==> config.mk <==
export PLATFORM = sky130hd
export DESIGN_NAME = pipe_stage_reg
export DESIGN_NICKNAME = d
export VERILOG_FILES = /design/src/rtl/pipe_pkg.sv /design/src/rtl/pipe_slot.sv /design/src/rtl/pipe_stage_reg.sv
export SDC_FILE = /design/constraint.sdc
export NUM_CORES = 1
export LEC_CHECK = 0
export CAP_MARGIN = 30
export CORE_AREA = 2 2 39 41
export DETAILED_ROUTE_END_ITERATION = 8
export DIE_AREA = 0 0 41 43
export MAX_ROUTING_LAYER = met4
export PLACE_DENSITY_LB_ADDON = 0.05
export SLEW_MARGIN = 20
export SYNTH_ARGS = -nofsm -noshare
export SYNTH_HDL_FRONTEND = slang
export SYNTH_HIERARCHICAL = 1
export SYNTH_SLANG_ARGS = --single-unit
==> constraint.sdc <==
create_clock -name clk -period 1.43 [get_ports clk]
set_clock_uncertainty 0.2 [all_clocks]
set_input_delay 0.3575 -clock clk [delete_from_list [all_inputs] [get_ports clk]]
set_output_delay 0.3575 -clock clk [all_outputs]
set_load 0.05 [all_outputs]
==> src/rtl/pipe_pkg.sv <==
// Shared types for the pipeline stage registers and hazard-unit control encoding.
// PIPE_STAGE_REG_PARITY_EN adds a stored parity bit to every stage.
package pipe_pkg;

    typedef enum logic [1:0] {
        CTL_RESET = 2'd0,
        CTL_FLUSH = 2'd1,
        CTL_STALL = 2'd2,
        CTL_SHIFT = 2'd3
    } ctl_e;

    // Per-stage metadata; the data field is added by the user module since its width is a parameter.
    typedef struct packed {
        logic valid;
`ifdef PIPE_STAGE_REG_PARITY_EN
        logic par;
`endif
    } stage_meta_t;

    function automatic ctl_e ctl_decode(input logic rst, input logic flush, input logic stall);
        if (rst)   return CTL_RESET;
        if (flush) return CTL_FLUSH;
        if (stall) return CTL_STALL;
        return CTL_SHIFT;
    endfunction

endpackage

==> src/rtl/pipe_slot.sv <==
// One pipeline stage: load-enable register with synchronous clear and async active-high reset.
module pipe_slot #(
    parameter int W = 6
) (
    input  logic         clk,
    input  logic         reset,
    input  logic         clr_i,
    input  logic         en_i,
    input  logic [W-1:0] data_i,
    output logic [W-1:0] data_o
);

    logic [W-1:0] data_q;
    logic [W-1:0] data_d;

    always_comb begin
        data_d = data_q;
        if (clr_i) begin
            data_d = '0;
        end else if (en_i) begin
            data_d = data_i;
        end
    end

    always_ff @(posedge clk or posedge reset) begin
        if (reset) begin
            data_q <= '0;
        end else begin
            data_q <= data_d;
        end
    end

    assign data_o = data_q;

endmodule

==> src/rtl/pipe_stage_reg.sv <==
// WIDTH-bit, DEPTH-stage delay line with valid bits, stall, flush and occupancy count.
// Define PIPE_STAGE_REG_PARITY_EN to store a parity bit per stage and drive parity_err.
module pipe_stage_reg
    import pipe_pkg::*;
#(
    parameter int WIDTH = 5,
    parameter int DEPTH = 1
) (
    input  logic                       clk,
    input  logic                       reset,
    input  logic [WIDTH-1:0]           d,
    input  logic                       valid_in,
    input  logic                       stall,
    input  logic                       flush,
    input  logic                       par_inject,
    output logic [WIDTH-1:0]           q,
    output logic                       valid_out,
    output logic [$clog2(DEPTH+1)-1:0] occ,
    output logic                       parity_err
);

    localparam int OCC_W = $clog2(DEPTH + 1);

    typedef struct packed {
        stage_meta_t      meta;
        logic [WIDTH-1:0] data;
    } stage_t;

    localparam int SW = $bits(stage_t);

    ctl_e   ctl;
    logic   clr;
    logic   en;
    stage_t in_s;
    stage_t st_q [DEPTH];
    stage_t last_s;
    logic [OCC_W-1:0] occ_sum;

    assign ctl = ctl_decode(reset, flush, stall);
    assign clr = (ctl == CTL_FLUSH);
    assign en  = (ctl == CTL_SHIFT);

    // Bubbles always enter with zero data (and zero parity) so idle stages stay clean.
    always_comb begin
        in_s            = '0;
        in_s.meta.valid = valid_in;
        in_s.data       = valid_in ? d : '0;
`ifdef PIPE_STAGE_REG_PARITY_EN
        in_s.meta.par   = valid_in ? (^d ^ par_inject) : 1'b0;
`endif
    end

    for (genvar i = 0; i < DEPTH; i++) begin : g_slot
        stage_t slot_in;
        if (i == 0) begin : g_head
            assign slot_in = in_s;
        end else begin : g_tail
            assign slot_in = st_q[i-1];
        end

        pipe_slot #(.W(SW)) u_slot (
            .clk    (clk),
            .reset  (reset),
            .clr_i  (clr),
            .en_i   (en),
            .data_i (slot_in),
            .data_o (st_q[i])
        );
    end

    always_comb begin
        occ_sum = '0;
        for (int i = 0; i < DEPTH; i++) begin
            occ_sum = occ_sum + OCC_W'(st_q[i].meta.valid);
        end
    end

    assign last_s    = st_q[DEPTH-1];
    assign q         = last_s.data;
    assign valid_out = last_s.meta.valid;
    assign occ       = occ_sum;

`ifdef PIPE_STAGE_REG_PARITY_EN
    assign parity_err = last_s.meta.valid & (^last_s.data ^ last_s.meta.par);
`else
    logic par_inject_unused;
    assign par_inject_unused = par_inject;
    assign parity_err        = 1'b0;
`endif

endmodule
==> insert_results.sql, run 1 <==
INSERT INTO impl_metrics (metric_group, metric, value, unit) VALUES
('cells_and_area', 'largest_reg_flops', '6', ''),
('cells_and_area', 'syn_to_final_growth', '86.1', '%'),
('global_route', 'grt-ovfl-total', '0', ''),
('clocking', 'cts_max_level', '1', ''),
('logic_synthesis', 'yosys_warnings', '6', ''),
('placement', 'detailed_place_hpwl', '612', 'microns'),
('global_route', 'grt_antenna_before_repair', '0', ''),
('logic_synthesis', 'avgSynthCellArea', '10.5', 'sq um'),
('global_route', 'grt_max_degree', '7', ''),
('outcome', 'status', 'finished clean', ''),
('drt', 'detail_route.drc_violations', '0', ''),
('clocking', 'buffer_count_from_post_cts_setup_fixing', '0', ''),
('logic_synthesis', 'post-synth-top-area-fraction', '0.478', ''),
('drt', 'drt-vias-per-instance', '4.09', ''),
('drt', 'vias', '270', ''),
('global_route', 'grt_pass1_wl', '1130', 'microns'),
('power', 'power_per_cell_area', '890', 'nW/um^2'),
('hold_path', 'hp-class', 'primary input to async pin', ''),
('logic_synthesis', 'yosysSeqAreaShare', '0.478', ''),
('cells_and_area', 'sequential_cell_area', '151', 'sq um'),
('clocking', 'cts_made_buffers', '3', ''),
('cells_and_area', 'post-route-util', '0.422', ''),
('critical_path', 'cp.arrival', '0.85', 'ns'),
('power', 'irDropWorstVdd', '0.000436', 'V'),
('sta', 'final_hold_viol_count', '0', ''),
('clocking', 'tritoncts', 'done', ''),
('drt', 'drt-wirelength-per-cell', '11.9', 'microns'),
('sta', 'slew_violations', '0', ''),
('clocking', 'buffers_from_clock_root_to_sink_at_most', '2', ''),
('critical_path', 'crit_fanout', '3', ''),
('floorplan', 'placeable_core_area', '1380', 'sq um'),
('critical_path', 'delay_contributed_by_the_slowest_stage_of_the_critical_path', '0.44', 'ns'),
('floorplan', 'floorplan.initialDensity', '0.227', ''),
('sta', 'final-setup-viol-count', '0', ''),
('placement', 'port_buffers', '16', ''),
('power', 'leakagePower', '0.263', 'nW'),
('logic_synthesis', 'synth.lib_cells_used.distinct', '10', ''),
('drt', 'number_of_antenna_violating_nets_in_the_routed_design', '0', ''),
('logic_synthesis', 'leading_post_synthesis_cells_by_cell_area', 'dfrtp_1 (48%), mux2i_1 (19%), and2_1 (10%)', ''),
('floorplan', 'horiz_die_dim', '41', 'microns'),
('floorplan', 'die_area', '1760', 'sq um'),
('drt', 'firstDrtPassIters', '3', ''),
('clocking', 'clk_latency', '0.24', 'ns'),
('critical_path', 'critical_path_required', '0.87', 'ns'),
('critical_path', 'crit_family', 'flip-flops', ''),
('clocking', 'worst_setup_hold_path_clk_slew', '0.05', 'ns'),
('floorplan', 'fp-row-count', '14', ''),
('global_route', 'grt_pass1_vias', '247', ''),
('global_route', 'aggregate_global_route_resource_usage', '0.104', ''),
('clocking', 'ctsHoldBuffers', '0', ''),
('critical_path', 'timing.critical_path.slowest_stage_cell', 'dfrtp_2', ''),
('clocking', 'clock_sinks', '6', ''),
('sta', 'final_min_period_over_clock_period', '0.985', ''),
('critical_path', 'worstPathBufferInverterCount', '1', ''),
('logic_synthesis', 'synth_area', '314', 'sq um'),
('critical_path', 'worst_setup_path_start_kind', 'flop', ''),
('clocking', 'ctsRootBufferMaster', 'clkbuf_4', ''),
('logic_synthesis', 'synth_top_cell_by_area', 'dfrtp_1', ''),
('drt', 'finalWirelength', '788', 'microns'),
('cells_and_area', 'final.fill_count', '129', ''),
('logic_synthesis', 'ys_ff_latch', '6', ''),
('logic_synthesis', 'syn-num-nets', '41', ''),
('placement', 'routabilityCongestion', '0.630', ''),
('critical_path', 'path_cells', 'buf_12', ''),
('drt', 'first_iter_violations', '3', ''),
('floorplan', 'floorplan.io_pins', '19', ''),
('sta', 'final_period_minus_worst_setup_slack', '1.41', 'ns'),
('logic_synthesis', 'synth_cells', '30', ''),
('critical_path', 'type_of_the_worst_setup_path', 'flop to primary output', ''),
('cells_and_area', 'post_route_cells_drive_above_1_share', '0.300', ''),
('floorplan', 'die-height', '43', 'microns'),
('job', 'max_cap_viol_count', '0', ''),
('cells_and_area', 'finish.net_count', '62', ''),
('critical_path', 'endpoint_kind', 'primary output', ''),
('cells_and_area', 'diodes', '0', ''),
('cells_and_area', 'post_layout_nonfiller_instances', '66', ''),
('sta', 'grt_setup_unrepaired', 'true', ''),
('cells_and_area', 'multi_input_comb_area', '134', 'sq um'),
('sta', 'max_freq', '0.710', 'GHz'),
('placement', 'dp.cells', '62', '');
-- placed cells by master (no fill, tap or decap) --
cell type        n
clkdlybuf4s50_1  6
buf_12           7
dlygate4sd2_1    3
dfrtp_2          1
buf_4            3
clkbuf_1         1
nor2_1           6
and2_1           5
dfrtp_1          5
nor2b_1          1
mux2i_1          6
nor3_2           1
inv_1            1
clkbuf_4         3
conb_1           1
-- cell families after synthesis --
group | Yosys count | share of synthesized area
multiplexers | 6 | 0.191
AND/OR/NAND/NOR | 13 | 0.223
buffers and inverters | 4 | 0.0956
flip-flops | 6 | 0.478
other | 1 | 0.0119
-- Yosys cell counts --
library cell / number
conb_1: 1
nor3_2: 1
nor2_1: 6
buf_4: 2
mux2i_1: 6
nor2b_1: 1
dfrtp_1: 6
buf_6: 1
inv_1: 1
and2_1: 5
-- report_power, final --
| part | switching, mW | internal (mW) |
|---|---|---|
| sequential | 0.0121 | 0.180 |
| combinational | 0.0766 | 0.0799 |
| clock | 0.0657 | 0.106 |
-- final timing paths --
path	slack, ns	cells after the start	endpoint	startpoint
min reg2reg	0.39	2	g_slot[0].u_slot/data_o[0]$_DFFE_PP0P_	g_slot[0].u_slot/data_o[0]$_DFFE_PP0P_
max	0.02	1	valid_out	g_slot[0].u_slot/data_o[5]$_DFFE_PP0P_
min in group clk	0.39	2	g_slot[0].u_slot/data_o[0]$_DFFE_PP0P_	g_slot[0].u_slot/data_o[0]$_DFFE_PP0P_
min	0.12	3	g_slot[0].u_slot/data_o[0]$_DFFE_PP0P_	reset
max in group asynchronous	0.70	3	g_slot[0].u_slot/data_o[5]$_DFFE_PP0P_	reset
max reg2reg	0.48	2	g_slot[0].u_slot/data_o[1]$_DFFE_PP0P_	g_slot[0].u_slot/data_o[1]$_DFFE_PP0P_
-- what timing repair did --
| action | CTS | global route |
|---|---|---|
| gates resized for setup | 3 | 0 |
| pin swaps | 2 | 0 |
| cloned | 0 | 0 |
| setup endpoints to repair | 6 | 2 |
-- cell type report --
cell class                 instances  area share
clock buffer                       4      0.0450
inverter                           1     0.00642
multi-input combinational         20       0.229
sequential                         6       0.259
tap                               16      0.0343
timing repair buffer              19       0.426
-- per-layer routing --
layer	share of wire	global-route usage	wire length [microns]	vias up
met1	0.42	0.134	331	130
met5	0	-	0	-
met2	0.51	0.131	399	9
met4	0	0.0600	0	0
met3	0.072	0.0471	57	0
li1	-	-	-	131
-- metrics by stage --
| stage | worst slack, ns | setup TNS [ns] | total power, mW | hold slack [ns] | cell area [sq um] |
|---|---|---|---|---|---|
| 5_1_grt | -0.00367 | -0.00568 | 0.548 | 0.145 | 584 |
| 3_3_place_gp | -0.282 | -1.68 | 0.353 | 0.371 | 562 |
| 4_1_cts | 0.0118 | 0 | 0.528 | 0.128 | 584 |
| 6_report | 0.0214 | 0 | 0.520 | 0.116 | 584 |
| 3_5_place_dp | -0.352 | -1.96 | 0.356 | 0.381 | 562 |
| 2_1_floorplan | 0.118 | 0 | 0.268 | -0.0516 | 315 |
(Power assumes the default switching activity.)
==> run 2: changes to the inputs <==
--- a/config.mk
+++ b/config.mk
@@ -7,6 +7,7 @@
 export LEC_CHECK = 0
 export CAP_MARGIN = 30
 export CORE_AREA = 2 2 39 41
+export CTS_CLUSTER_SIZE = 8
 export DETAILED_ROUTE_END_ITERATION = 8
 export DIE_AREA = 0 0 41 43
 export MAX_ROUTING_LAYER = met4
==> constraint.sdc (replaced) <==
create_clock -name clk -period 1.8 [get_ports clk]
set_clock_uncertainty 0.2 [all_clocks]
set_input_delay 0.45 -clock clk [delete_from_list [all_inputs] [get_ports clk]]
set_output_delay 0.45 -clock clk [all_outputs]
set_load 0.05 [all_outputs]
==> run 2 against run 1 <==
Compared with the run above:
- core utilization shrank 0.090 points
- critical path depth grew 4
- clock power shrank 30%
- critical endpoint is now g_slot[0].u_slot/data_o[4]$_DFFE_PP0P_
- largest cell class unchanged
==> insert_results.sql, run 2 (synthesized netlist as in run 1, its figures left out) <==
INSERT INTO impl_metrics (metric_group, metric, value, unit) VALUES
('hold_path', 'hp-class', 'flop to flop', ''),
('floorplan', 'fp-row-count', '14', ''),
('power', 'power_per_cell_area', '684', 'nW/um^2'),
('floorplan', 'placeable_core_area', '1380', 'sq um'),
('sta', 'max_freq', '0.627', 'GHz'),
('drt', 'drt-wirelength-per-cell', '10.7', 'microns'),
('critical_path', 'critical_path_required', '1.72', 'ns'),
('global_route', 'grt_pass1_vias', '255', ''),
('job', 'max_cap_viol_count', '0', ''),
('sta', 'final_period_minus_worst_setup_slack', '1.60', 'ns'),
('sta', 'slew_violations', '0', ''),
('cells_and_area', 'multi_input_comb_area', '134', 'sq um'),
('placement', 'port_buffers', '16', ''),
('clocking', 'cts_max_level', '1', ''),
('global_route', 'aggregate_global_route_resource_usage', '0.102', ''),
('drt', 'route.met2.wl', '351', 'microns'),
('floorplan', 'floorplan.io_pins', '19', ''),
('global_route', 'grt_max_degree', '7', ''),
('cells_and_area', 'top_library_cells_by_usage_in_the_layout_fill_and_taps_aside', 'clkdlybuf4s50_1 (9), buf_12 (7), mux2i_1 (6), nor2_1 (6), dfrtp_1 (6)', ''),
('global_route', 'grt_pass1_wl', '1110', 'microns'),
('placement', 'detailed_place_hpwl', '566', 'microns'),
('floorplan', 'die-height', '43', 'microns'),
('cells_and_area', 'sequential_cell_area', '150', 'sq um'),
('cells_and_area', 'final_common_cell', 'clkdlybuf4s50_1', ''),
('drt', 'drt-vias-per-instance', '4.08', ''),
('clocking', 'cts_resized', '0', ''),
('clocking', 'clock_sinks', '6', ''),
('critical_path', 'delay_contributed_by_the_slowest_stage_of_the_critical_path', '0.44', 'ns'),
('clocking', 'buffers_from_clock_root_to_sink_at_most', '2', ''),
('drt', 'routed-wl-met3', '63', 'microns'),
('power', 'total_power', '0.399', 'mW'),
('cells_and_area', 'syn_to_final_growth', '85.7', '%'),
('clocking', 'cts_made_buffers', '3', ''),
('critical_path', 'timing.critical_path.slowest_stage_cell', 'clkdlybuf4s50_1', ''),
('cells_and_area', 'final.fill_count', '137', ''),
('drt', 'detail_route.drc_violations', '0', ''),
('clocking', 'buffer_count_from_post_cts_setup_fixing', '0', ''),
('cells_and_area', 'post_route_cells_drive_above_1_share', '0.286', ''),
('critical_path', 'endpoint_kind', 'flop', ''),
('critical_path', 'cp.arrival', '1.52', 'ns'),
('critical_path', 'path_cells', 'clkdlybuf4s50_1 > nor3_2 > buf_4 > mux2i_1 > nor2_1', ''),
('clocking', 'ctsHoldBuffers', '0', ''),
('critical_path', 'worst_setup_path_start_kind', 'primary input', ''),
('drt', 'firstDrtPassIters', '2', ''),
('power', 'leakagePower', '0.260', 'nW'),
('drt', 'number_of_antenna_violating_nets_in_the_routed_design', '0', ''),
('cells_and_area', 'finish.net_count', '62', ''),
('power', 'irDropWorstVdd', '0.000299', 'V'),
('drt', 'first_iter_violations', '1', ''),
('sta', 'tns', '0', 'ns'),
('clocking', 'tritoncts', 'done', ''),
('cells_and_area', 'largest_reg_flops', '6', ''),
('drt', 'finalWirelength', '697', 'microns'),
('sta', 'final-setup-viol-count', '0', ''),
('drt', 'vias', '265', ''),
('placement', 'routabilityCongestion', '0.637', ''),
('cells_and_area', 'post-route-util', '0.421', ''),
('floorplan', 'floorplan.initialDensity', '0.227', ''),
('sta', 'grt_setup_unrepaired', 'false', ''),
('global_route', 'grt-ovfl-total', '0', ''),
('sta', 'hold_ws', '0.382', 'ns'),
('critical_path', 'type_of_the_worst_setup_path', 'primary input to flop', ''),
('clocking', 'clk_latency', '0.24', 'ns'),
('outcome', 'status', 'finished clean', ''),
('cells_and_area', 'diodes', '0', ''),
('clocking', 'ctsRootBufferMaster', 'clkbuf_4', ''),
('sta', 'final_hold_viol_count', '0', ''),
('global_route', 'grt_antenna_before_repair', '0', ''),
('drt', 'route.layer.met1.wl', '281', 'microns'),
('floorplan', 'horiz_die_dim', '41', 'microns'),
('critical_path', 'crit_fanout', '6', ''),
('clocking', 'worst_setup_hold_path_clk_slew', '0.04', 'ns'),
('sta', 'final_min_period_over_clock_period', '0.887', ''),
('floorplan', 'die_area', '1760', 'sq um'),
('drt', 'dr.max_layer_used', 'met3', '');
## run 2: cell types whose count changed in the layout (fill, tap and decap cells not counted)
cell             change
clkbuf_1             -1
dfrtp_1              +1
clkdlybuf4s50_1      +3
dfrtp_2              -1
dlygate4sd2_1        -3
## run 2: critical path, delay by kind of cell
| family | cells | cell delay (ns) |
|---|---|---|
| buffers and inverters | 2 | 0.63 |
| multiplexers | 1 | 0.19 |
| AND/OR/NAND/NOR | 2 | 0.25 |
## run 2: layer usage
layer	up-vias	track usage
met2	11	0.147
li1	131	-
met4	0	0.0200
met3	0	0.0628
met1	123	0.120
met5	-	-
## run 2: report_power, final
part | total [mW] | internal [mW] | leakage (nW) | switching, mW
registers | 0.152 | 0.143 | 0.0819 | 0.00952
clock network | 0.121 | 0.0753 | 0.0138 | 0.0459
logic | 0.125 | 0.0656 | 0.164 | 0.0597
total | 0.399 | 0.284 | 0.260 | 0.115
## run 2: cell type report
cell class / instances / area share
Tap cell: 16 / 0.0343
Inverter: 1 / 0.00644
Multi-Input combinational cell: 20 / 0.230
Timing Repair Buffer: 19 / 0.433
Sequential cell: 6 / 0.258
Clock buffer: 3 / 0.0386
## run 2: per-stage QoR
stage / instances / setup WS [ns] / area, sq um
6_report: 65 / 0.204 / 583
5_1_grt: 65 / 0.138 / 583
4_1_cts: 65 / 0.199 / 583
3_5_place_dp: 62 / -0.0493 / 561
3_3_place_gp: 62 / -0.00590 / 561
2_1_floorplan: 30 / 0.247 / 314
## run 2: worst paths after layout
| path | startpoint | end | slack [ns] | depth (start not counted) |
|---|---|---|---|---|
| setup reg to reg | g_slot[0].u_slot/data_o[5]$_DFFE_PP0P_ | g_slot[0].u_slot/data_o[5]$_DFFE_PP0P_ | 0.85 | 2 |
| max in group asynchronous | reset | g_slot[0].u_slot/data_o[4]$_DFFE_PP0P_ | 0.81 | 3 |
| min in group asynchronous | reset | g_slot[0].u_slot/data_o[5]$_DFFE_PP0P_ | 0.40 | 3 |
| hold / removal | g_slot[0].u_slot/data_o[2]$_DFFE_PP0P_ | g_slot[0].u_slot/data_o[2]$_DFFE_PP0P_ | 0.38 | 2 |
| setup / recovery | flush | g_slot[0].u_slot/data_o[4]$_DFFE_PP0P_ | 0.20 | 5 |
| hold reg to reg | g_slot[0].u_slot/data_o[2]$_DFFE_PP0P_ | g_slot[0].u_slot/data_o[2]$_DFFE_PP0P_ | 0.38 | 2 |
